`config.mk`:
```
export PLATFORM = sky130hd
export DESIGN_NAME = memory_port_arbiter_flat
export DESIGN_NICKNAME = d
export VERILOG_FILES = /design/src/rtl/memory_port_arbiter_if.sv /design/src/rtl/memory_port_arbiter.sv /design/src/flat_wrapper.sv
export SDC_FILE = /design/constraint.sdc
export NUM_CORES = 1
export LEC_CHECK = 0
export CAP_MARGIN = 20
export CORE_AREA = 2 2 100 102
export DETAILED_ROUTE_END_ITERATION = 7
export DIE_AREA = 0 0 102 104
export PLACE_DENSITY = 0.71
export SYNTH_ARGS = -nofsm -noshare
export SYNTH_HDL_FRONTEND = slang
export SYNTH_SLANG_ARGS = --single-unit
```
`constraint.sdc`:
```
create_clock -name clk -period 2.3 [get_ports clk]
set_clock_uncertainty 0.05 [all_clocks]
set_input_delay 0.46 -clock clk [delete_from_list [all_inputs] [get_ports clk]]
set_output_delay 0.46 -clock clk [all_outputs]
set_load 0.01 [all_outputs]
```
`src/rtl/memory_port_arbiter_if.sv`:
```
// Bundle shared by the fetch unit, the load/store unit, the data RAM and the IO register.
// The arbiter takes the slave side; requesters and the RAM sit on the master side.
interface memory_port_arbiter_if #(
  parameter int unsigned MEM_WORDS = 1024
);
  localparam int unsigned AW = $clog2(MEM_WORDS);

  logic          fetch_req;
  logic [31:0]   fetch_addr;
  logic          fetch_ack;
  logic [31:0]   fetch_rdata;
  logic          fetch_error;

  logic          data_req;
  logic          data_we;
  logic [3:0]    data_byte_en;
  logic [31:0]   data_addr;
  logic [31:0]   data_wdata;
  logic          data_ack;
  logic [31:0]   data_rdata;
  logic          data_error;

  logic          mem_en;
  logic [3:0]    mem_we;
  logic [AW-1:0] mem_addr;
  logic [31:0]   mem_wdata;
  logic [31:0]   mem_rdata;

  logic [7:0]    memory_mapped_io;

  modport slave (
    input  fetch_req, fetch_addr,
    output fetch_ack, fetch_rdata, fetch_error,
    input  data_req, data_we, data_byte_en, data_addr, data_wdata,
    output data_ack, data_rdata, data_error,
    output mem_en, mem_we, mem_addr, mem_wdata,
    input  mem_rdata,
    output memory_mapped_io
  );

  modport master (
    output fetch_req, fetch_addr,
    input  fetch_ack, fetch_rdata, fetch_error,
    output data_req, data_we, data_byte_en, data_addr, data_wdata,
    input  data_ack, data_rdata, data_error,
    input  mem_en, mem_we, mem_addr, mem_wdata,
    output mem_rdata,
    input  memory_mapped_io
  );
endinterface

```
`src/rtl/memory_port_arbiter.sv`:
```
// Arbitrates the single-port data RAM between instruction fetch and load/store,
// and decodes the byte-wide memory-mapped IO register.
module memory_port_arbiter #(
  parameter int unsigned MEM_WORDS = 1024,
  parameter logic [31:0] IO_ADDR   = 32'h2000
) (
  input logic                  clk,
  input logic                  reset_n,
  memory_port_arbiter_if.slave bus
);
  localparam int unsigned AW        = $clog2(MEM_WORDS);
  localparam logic [31:0] MEM_BYTES = 32'(MEM_WORDS * 4);

  typedef enum logic [1:0] {
    IDLE   = 2'd0,
    RESP_F = 2'd1,
    RESP_D = 2'd2
  } state_t;

  state_t        r_state;
  state_t        w_state_nxt;
  logic          r_last_grant_data;
  logic          r_f_err;
  logic          r_d_err;
  logic          r_d_ram;
  logic [31:0]   r_d_val;
  logic [7:0]    r_io;

  logic          w_f_elig;
  logic          w_d_elig;
  logic          w_grant_f;
  logic          w_grant_d;
  logic          w_f_err;
  logic          w_d_io;
  logic          w_d_err;
  logic          w_d_ram;
  logic          w_mem_en;
  logic [3:0]    w_mem_we;
  logic [AW-1:0] w_mem_addr;
  logic [31:0]   w_mem_wdata;
  logic          w_f_ack;
  logic          w_d_ack;

  // Address decode: IO takes priority over the out-of-range check.
  assign w_f_err = (bus.fetch_addr[1:0] != 2'b00) || (bus.fetch_addr >= MEM_BYTES);
  assign w_d_io  = (bus.data_addr == IO_ADDR);
  assign w_d_err = !w_d_io && (bus.data_addr >= MEM_BYTES);
  assign w_d_ram = !w_d_io && !w_d_err;

  always_ff @(posedge clk) begin
    if (!reset_n) begin
      r_state <= IDLE;
    end else begin
      r_state <= w_state_nxt;
    end
  end

  // Grant selection; the requester being acknowledged this cycle sits out.
  always_comb begin
    w_state_nxt = IDLE;
    w_grant_f   = 1'b0;
    w_grant_d   = 1'b0;
    w_mem_en    = 1'b0;
    w_mem_we    = 4'h0;
    w_mem_addr  = '0;
    w_mem_wdata = 32'h0;
    w_f_elig    = reset_n && bus.fetch_req && (r_state != RESP_F);
    w_d_elig    = reset_n && bus.data_req && (r_state != RESP_D);

    if (w_d_elig && (!w_f_elig || !r_last_grant_data)) begin
      w_grant_d = 1'b1;
    end else if (w_f_elig) begin
      w_grant_f = 1'b1;
    end

    if (w_grant_d) begin
      w_state_nxt = RESP_D;
      w_mem_en    = w_d_ram;
      w_mem_addr  = bus.data_addr[AW+1:2];
      w_mem_wdata = bus.data_wdata;
      if (w_d_ram && bus.data_we) begin
        w_mem_we = bus.data_byte_en;
      end
    end else if (w_grant_f) begin
      w_state_nxt = RESP_F;
      w_mem_en    = !w_f_err;
      w_mem_addr  = bus.fetch_addr[AW+1:2];
    end
  end

  // Response bookkeeping captured in the grant cycle, plus the IO register.
  always_ff @(posedge clk) begin
    if (!reset_n) begin
      r_last_grant_data <= 1'b0;
      r_f_err           <= 1'b0;
      r_d_err           <= 1'b0;
      r_d_ram           <= 1'b0;
      r_d_val           <= 32'h0;
      r_io              <= 8'h00;
    end else if (w_grant_d) begin
      r_last_grant_data <= 1'b1;
      r_d_err           <= w_d_err;
      r_d_ram           <= w_d_ram;
      r_d_val           <= (w_d_io && !bus.data_we) ? {24'h0, r_io} : 32'h0;
      if (w_d_io && bus.data_we && bus.data_byte_en[0]) begin
        r_io <= bus.data_wdata[7:0];
      end
    end else if (w_grant_f) begin
      r_last_grant_data <= 1'b0;
      r_f_err           <= w_f_err;
    end
  end

  // Acks are gated by reset so a reset landing in a response cycle drops it.
  assign w_f_ack = reset_n && (r_state == RESP_F);
  assign w_d_ack = reset_n && (r_state == RESP_D);

  assign bus.fetch_ack        = w_f_ack;
  assign bus.fetch_error      = w_f_ack && r_f_err;
  assign bus.fetch_rdata      = (w_f_ack && !r_f_err) ? bus.mem_rdata : 32'h0;
  assign bus.data_ack         = w_d_ack;
  assign bus.data_error       = w_d_ack && r_d_err;
  assign bus.data_rdata       = w_d_ack ? (r_d_ram ? bus.mem_rdata : r_d_val) : 32'h0;
  assign bus.mem_en           = w_mem_en;
  assign bus.mem_we           = w_mem_we;
  assign bus.mem_addr         = w_mem_addr;
  assign bus.mem_wdata        = w_mem_wdata;
  assign bus.memory_mapped_io = r_io;
endmodule

```
`src/flat_wrapper.sv`:
```
// flat-port wrapper written by rule: the top's interface ports become plain ports
module memory_port_arbiter_flat 
#(
  parameter int unsigned MEM_WORDS = 1024,
  parameter logic [31:0] IO_ADDR   = 32'h2000
)
  (clk, reset_n, bus_fetch_req, bus_fetch_addr, bus_fetch_ack, bus_fetch_rdata, bus_fetch_error, bus_data_req, bus_data_we, bus_data_byte_en, bus_data_addr, bus_data_wdata, bus_data_ack, bus_data_rdata, bus_data_error, bus_mem_en, bus_mem_we, bus_mem_addr, bus_mem_wdata, bus_mem_rdata, bus_memory_mapped_io);
  memory_port_arbiter_if #(.MEM_WORDS(MEM_WORDS)) bus_i ();
  input logic clk;
  input logic reset_n;
  input wire logic [$bits(bus_i.fetch_req)-1:0] bus_fetch_req;
  input wire logic [$bits(bus_i.fetch_addr)-1:0] bus_fetch_addr;
  output wire logic [$bits(bus_i.fetch_ack)-1:0] bus_fetch_ack;
  output wire logic [$bits(bus_i.fetch_rdata)-1:0] bus_fetch_rdata;
  output wire logic [$bits(bus_i.fetch_error)-1:0] bus_fetch_error;
  input wire logic [$bits(bus_i.data_req)-1:0] bus_data_req;
  input wire logic [$bits(bus_i.data_we)-1:0] bus_data_we;
  input wire logic [$bits(bus_i.data_byte_en)-1:0] bus_data_byte_en;
  input wire logic [$bits(bus_i.data_addr)-1:0] bus_data_addr;
  input wire logic [$bits(bus_i.data_wdata)-1:0] bus_data_wdata;
  output wire logic [$bits(bus_i.data_ack)-1:0] bus_data_ack;
  output wire logic [$bits(bus_i.data_rdata)-1:0] bus_data_rdata;
  output wire logic [$bits(bus_i.data_error)-1:0] bus_data_error;
  output wire logic [$bits(bus_i.mem_en)-1:0] bus_mem_en;
  output wire logic [$bits(bus_i.mem_we)-1:0] bus_mem_we;
  output wire logic [$bits(bus_i.mem_addr)-1:0] bus_mem_addr;
  output wire logic [$bits(bus_i.mem_wdata)-1:0] bus_mem_wdata;
  input wire logic [$bits(bus_i.mem_rdata)-1:0] bus_mem_rdata;
  output wire logic [$bits(bus_i.memory_mapped_io)-1:0] bus_memory_mapped_io;
  assign bus_i.fetch_req = bus_fetch_req;
  assign bus_i.fetch_addr = bus_fetch_addr;
  assign bus_fetch_ack = bus_i.fetch_ack;
  assign bus_fetch_rdata = bus_i.fetch_rdata;
  assign bus_fetch_error = bus_i.fetch_error;
  assign bus_i.data_req = bus_data_req;
  assign bus_i.data_we = bus_data_we;
  assign bus_i.data_byte_en = bus_data_byte_en;
  assign bus_i.data_addr = bus_data_addr;
  assign bus_i.data_wdata = bus_data_wdata;
  assign bus_data_ack = bus_i.data_ack;
  assign bus_data_rdata = bus_i.data_rdata;
  assign bus_data_error = bus_i.data_error;
  assign bus_mem_en = bus_i.mem_en;
  assign bus_mem_we = bus_i.mem_we;
  assign bus_mem_addr = bus_i.mem_addr;
  assign bus_mem_wdata = bus_i.mem_wdata;
  assign bus_i.mem_rdata = bus_mem_rdata;
  assign bus_memory_mapped_io = bus_i.memory_mapped_io;
  memory_port_arbiter #(.MEM_WORDS(MEM_WORDS), .IO_ADDR(IO_ADDR)) u_core (.clk(clk), .reset_n(reset_n), .bus(bus_i));
endmodule
```
**Word level (Yosys, flattened, before mapping)**

Cells that the tools add are included.
W data, S select, Z words.

- Magnitude comparators: 2
- Equality and inequality tests: 5
- Mux-type cells: 18
- Bitwise operators: 2
- Reductions and logical operators: 30

Operator list:

| kind | number |
|---|---|
| $mux W32 | 4 |
| $ge A32 B13 Y1 const B | 2 |
| $eq A32 B14 Y1 const B | 1 |
| $mux W10 | 2 |
| $logic_and A1 B1 Y1 | 16 |
| $mux W1 | 8 |
| $mux W4 | 2 |
| $mux W8 | 1 |
| $logic_not A1 Y1 | 7 |
| $reduce_and A2 Y1 | 2 |
| $reduce_bool A2 Y1 | 2 |
| $eq A2 B1 Y1 const B | 1 |
| $eq A2 B2 Y1 const B | 1 |
| $logic_or A1 B1 Y1 | 2 |
| $mux W2 | 1 |
| $ne A2 B1 Y1 const B | 1 |
| $ne A2 B2 Y1 const B | 1 |
| $not A1 Y1 | 2 |
| $reduce_or A2 Y1 | 1 |

- Register bits after elaboration: 46
- Input port bits: 137
- Output and inout port bits: 123
- Word-level logic and storage cells: 65

**Depth between registers and ports, before layout**

- Word-level depth: 8
- Gate-level depth with buffers: 8
- Depth with buffers taken out: 6

**Least setup slack after synthesis**

No wires, ideal clock.

- Kind: in2out
- From: input port reset_n
- To: output port bus_mem_addr[1]
- Data arrival time: 1869 ps
- Data required time: 1790 ps
- Path slack: -79 ps
- Stages: 7
- Buffers on the path: 3
- Cells stage by stage: clkbuf_1 -> nand2_1 -> or2_2 -> clkbuf_1 -> inv_1 -> clkbuf_1 -> a22o_1

- Longest elaborated chain between the ends: 8
- Elaborated cells between the ends (all ways): 12
- Those cells by class: mux: 5; reduce/logical: 7

Ends and longest elaborated chain:

| item | RTL line | RTL |
|---|---|---|
| start: declaration | flat_wrapper.sv:10 | `input logic reset_n;` |
| $logic_and A1 B1 Y1 (2 in a row) | memory_port_arbiter.sv:67 | `w_f_elig = reset_n && bus.fetch_req && (r_state != RESP_F);` |
| $logic_not A1 Y1 | memory_port_arbiter.sv:70 | `if (w_d_elig && (!w_f_elig \|\| !r_last_grant_data)) begin` |
| $logic_or A1 B1 Y1 | memory_port_arbiter.sv:70 |  |
| $logic_and A1 B1 Y1 | memory_port_arbiter.sv:70 |  |
| $mux W1 | memory_port_arbiter.sv:70 |  |
| $mux W10 | memory_port_arbiter.sv:84 | `end else if (w_grant_f) begin` |
| $mux W10 (*) | memory_port_arbiter.sv:76 | `if (w_grant_d) begin` |
| end: declaration | flat_wrapper.sv:26 | `output wire logic [$bits(bus_i.mem_addr)-1:0] bus_mem_addr;` |

Mark *: on every way between the ends. The rest lies on a longest branch, timed or not.

**Worst setup path after layout**

- From: input port bus_data_addr[18]
- To: output port bus_mem_we[0]

- Longest elaborated chain between the ends: 8
- Elaborated cells between the ends (all ways): 9
- Those cells by class: order compare: 1; eq/ne: 1; mux: 2; reduce/logical: 5

Ends and longest elaborated chain:

| item | RTL line | RTL |
|---|---|---|
| start: declaration | flat_wrapper.sv:19 | `input wire logic [$bits(bus_i.data_addr)-1:0] bus_data_addr;` |
| parallel branches: the longest is 4 deep, another holds $ge A32 B13 Y1 | - |  |
| $logic_and A1 B1 Y1 (*) | memory_port_arbiter.sv:48 | `assign w_d_ram = !w_d_io && !w_d_err;` |
| $logic_and A1 B1 Y1 (*) | memory_port_arbiter.sv:81 | `if (w_d_ram && bus.data_we) begin` |
| $mux W4 (*) | memory_port_arbiter.sv:81 |  |
| $mux W4 (*) | memory_port_arbiter.sv:76 |  |
| end: declaration | flat_wrapper.sv:25 | `output wire logic [$bits(bus_i.mem_we)-1:0] bus_mem_we;` |

Mark *: on every way between the ends.

==> results.txt <==
Final Max Tran Viols = 0
Largest family of logic cells by synthesized area = simple AND/OR/NAND/NOR gates
Die W = 102 microns
Fmax = 442 MHz
Post-DP HPWL = 8260 microns
GR Overflow Total = 0
Met2 WL = 5520 microns
Post-synthesis register bit count = 22
Static Leak = 2.30 nW
Crit path launch type = input pin
Post-Syn Instances = 268
Die ar. = 0.0106 sq mm
Max Cap Viol = 0
Critical Path Fanout Max = 2
Final period utilization = 98.3%
Final Non-Filler Cells = 707
Die Span Y = 104 microns
Total number of vias = 3073
Multi-input gate area = 0.00155 sq mm
Initial antenna violation count = 0
Clk sinks = 22
M1 wire length = 3520 microns
Vias per inst = 4.35
Clk buf depth = 2
Post-synthesis mux area share = 4.18%
Clock buffer count from CTS = 3
Arrival @ worst endpoint = 1.75 ns
Post-Synthesis Net Count = 405
VDD IR max = 0.000171 V
H-tree depth reported by CTS = 1
Drt first pass iters = 4
Register area share after synthesis = 23.0%
Crit path time final = 2.26 ns
Syn avg cell area = 7.15 sq um
Final nets = 712
Syn Std Cell Area = 0.00192 sq mm
Synth Warn # = 0
Reg clk slew, reported paths = 0.08 ns
Placed cells = 679
Setup_tns = 0 ns
Worst slew pin tran = 0.264 ns
Clk_lat worst skew = 0.26 ns
WL met3 = 936 microns
Unique masters post-synth = 27
Vias in the first global route = 3219
DRC = 0
Relative slew slack = 82.2%
Simple-gate share of the synthesized area = 50.8%
Top Metal Used = met4
Routed WL per cell = 14.3 microns
# rows = 36
Antenna-violating nets left = 0
CTS tree = done
Starting DRT DRC Count = 38
ANT cells = 0
Largest net degree at the start of global routing = 25
Status = finished, final reports clean
Post-Route WL = 10100 microns
Filler Cell Count = 931
Hold Buf Count CTS = 0
Synth Area in Compound Gates = 16.6%
Unrepaired setup endpoints after global routing = true
Layout cells sized above 1 = 32.4%
GPL Wtd Cong = 0.786
Start-to-end type of the worst setup path = in2out
Worst hold path type = reg2reg
Crit path capture type = output pin
Required @ worst endpoint = 1.79 ns
Register area = 443 sq um
Port Buffers = 259
Xor/xnor cell area share of the yosys netlist = 0%
Core Region = 0.00955 sq mm
Final setup vio count = 0
Synthesis-to-finish area growth = 168%
Final Hold Fails = 0
IO Count = 260
Pwr per Cell Area = 251 mW/mm^2
Clk root buf = clkbuf_8
Starting Density = 20.1%
GR Util All Layers = 17.5%
Adder-cell area share of the yosys netlist = 0%
Global-route wire length before repair = 15100 microns
[final timing paths]
check	start	to	slack (ns)	cells after the start
worst min-delay path	u_core.r_d_val[6]$_SDFFE_PN0P_	u_core.r_d_val[6]$_SDFFE_PN0P_	0.43	2
worst min register to register	u_core.r_d_val[6]$_SDFFE_PN0P_	u_core.r_d_val[6]$_SDFFE_PN0P_	0.43	2
worst max-delay path	bus_data_addr[18]	bus_mem_we[0]	0.04	7
worst max register to register	u_core.r_state[0]$_SDFF_PP0_	u_core.r_f_err$_SDFFE_PN0P_	0.17	12
[synth_stat cells]
| library cell | number | share of area [%] |
|---|---|---|
| buf_6 | 2 | 1.2 |
| clkbuf_1 | 17 | 3.3 |
| o221a_2 | 1 | 0.59 |
| nand2_1 | 15 | 2.9 |
| and3_1 | 4 | 1.3 |
| nand4_1 | 3 | 0.98 |
| nor3_1 | 3 | 0.78 |
| mux2i_1 | 8 | 4.2 |
| nor2b_1 | 4 | 1.3 |
| or4_4 | 1 | 0.59 |
| nand2b_1 | 1 | 0.33 |
| a21boi_0 | 9 | 3.5 |
| o21ai_2 | 8 | 3.7 |
| or3_1 | 4 | 1.3 |
| a22o_1 | 9 | 4.1 |
| dfxtp_1 | 22 | 23 |
| or4_1 | 2 | 0.78 |
| and2_1 | 89 | 29 |
| inv_1 | 5 | 0.98 |
| nor2_1 | 16 | 3.1 |
| or2_2 | 1 | 0.33 |
| or4b_1 | 1 | 0.52 |
| nor4_1 | 9 | 2.9 |
| a21oi_1 | 3 | 0.78 |
| nand3_1 | 17 | 4.4 |
| a22o_2 | 1 | 0.52 |
| o21ai_0 | 13 | 3.4 |
[layout by cell type, fill, tap and decap left out, types with 3 or more instances in the layout]
cell type,instances
o21ai_2,8
a22o_1,9
clkbuf_2,4
and2_1,88
dfxtp_1,20
buf_6,10
inv_1,4
mux2i_1,8
a21boi_0,5
nand4_1,3
clkbuf_8,3
nor4_1,4
buf_2,62
nor4_4,4
dlygate4sd2_1,22
nor2_1,12
buf_12,5
clkdlybuf4s50_1,111
buf_4,48
or3_4,3
clkdlybuf4s15_1,44
dlymetal6s2s_1,4
or4_4,3
nand3_1,16
clkdlybuf4s15_2,8
o21ai_0,11
nand2_1,13
a21boi_1,4
[metrics by stage]
step                hold WS (ns)  cell area, sq um  utilization, %  setup WS (ns)  power [mW]
global route               0.462              5140            53.8        -0.0720        1.36
finish                     0.430              5140            53.8         0.0389        1.29
detailed placement         0.418              4940            51.7         -0.708       0.933
global placement           0.416              4940            51.7         -0.687       0.925
floorplan                  0.400              1920               -         0.0107       0.524
CTS                        0.431              5070            53.1        -0.0232        1.29
[worst max-delay path, cell delays in order]
cell and delay [ns]:
buf_6 0.09, nor4_4 0.27, nand4_1 0.15, buf_4 0.16, or3_4 0.36, nor3_2 0.09, buf_2 0.15
[power breakdown]
group	total (mW)	leakage [nW]	switching (mW)	internal, mW
clock network	0.357	0.0357	0.125	0.232
logic	0.541	2.09	0.185	0.356
registers	0.393	0.179	0.00563	0.388
total	1.29	2.30	0.316	0.976
[cell families (layout without fill, tap and decap cells)]
family | count (synthesis) | after routing
buffers and inverters | 24 | 330
flip-flops | 22 | 22
multiplexers | 8 | 8
AND/OR/NAND/NOR | 170 | 170
AO/OA/AOI/OAI | 44 | 44
[sequential cells by signal, summed over array words and instances, names as in the netlist]
register                     count
u_core.bus.memory_mapped_io      8
u_core.r_d_err                   1
u_core.r_d_ram                   1
u_core.r_d_val                   8
u_core.r_f_err                   1
u_core.r_last_grant_data         1
u_core.r_state                   2
[cell type report]
class                      instances  share of cell area, %
tap                              133                   3.24
sequential                        22                   8.62
clock buffer                       3                  0.804
inverter                           5                  0.463
timing repair buffer             321                   56.1
multi-input combinational        222                   30.2
clock inverter                     1                  0.585
[repair_timing]
| item | in CTS | in global routing |
|---|---|---|
| cloned | 3 | 0 |
| pin swaps | 33 | 19 |
| gates resized for setup | 403 | 65 |
| buffers inserted | 19 | 3 |
| endpoints found under the setup margin | 131 | 55 |
[layer usage]
metal  global-route usage, %  up-vias
li1                        -     1527
met1                    16.9     1378
met2                    35.4      160
met3                    3.97        8
met4                    4.67        0
met5                       0        -
No activity file was read; power rests on OpenSTA's default activity.
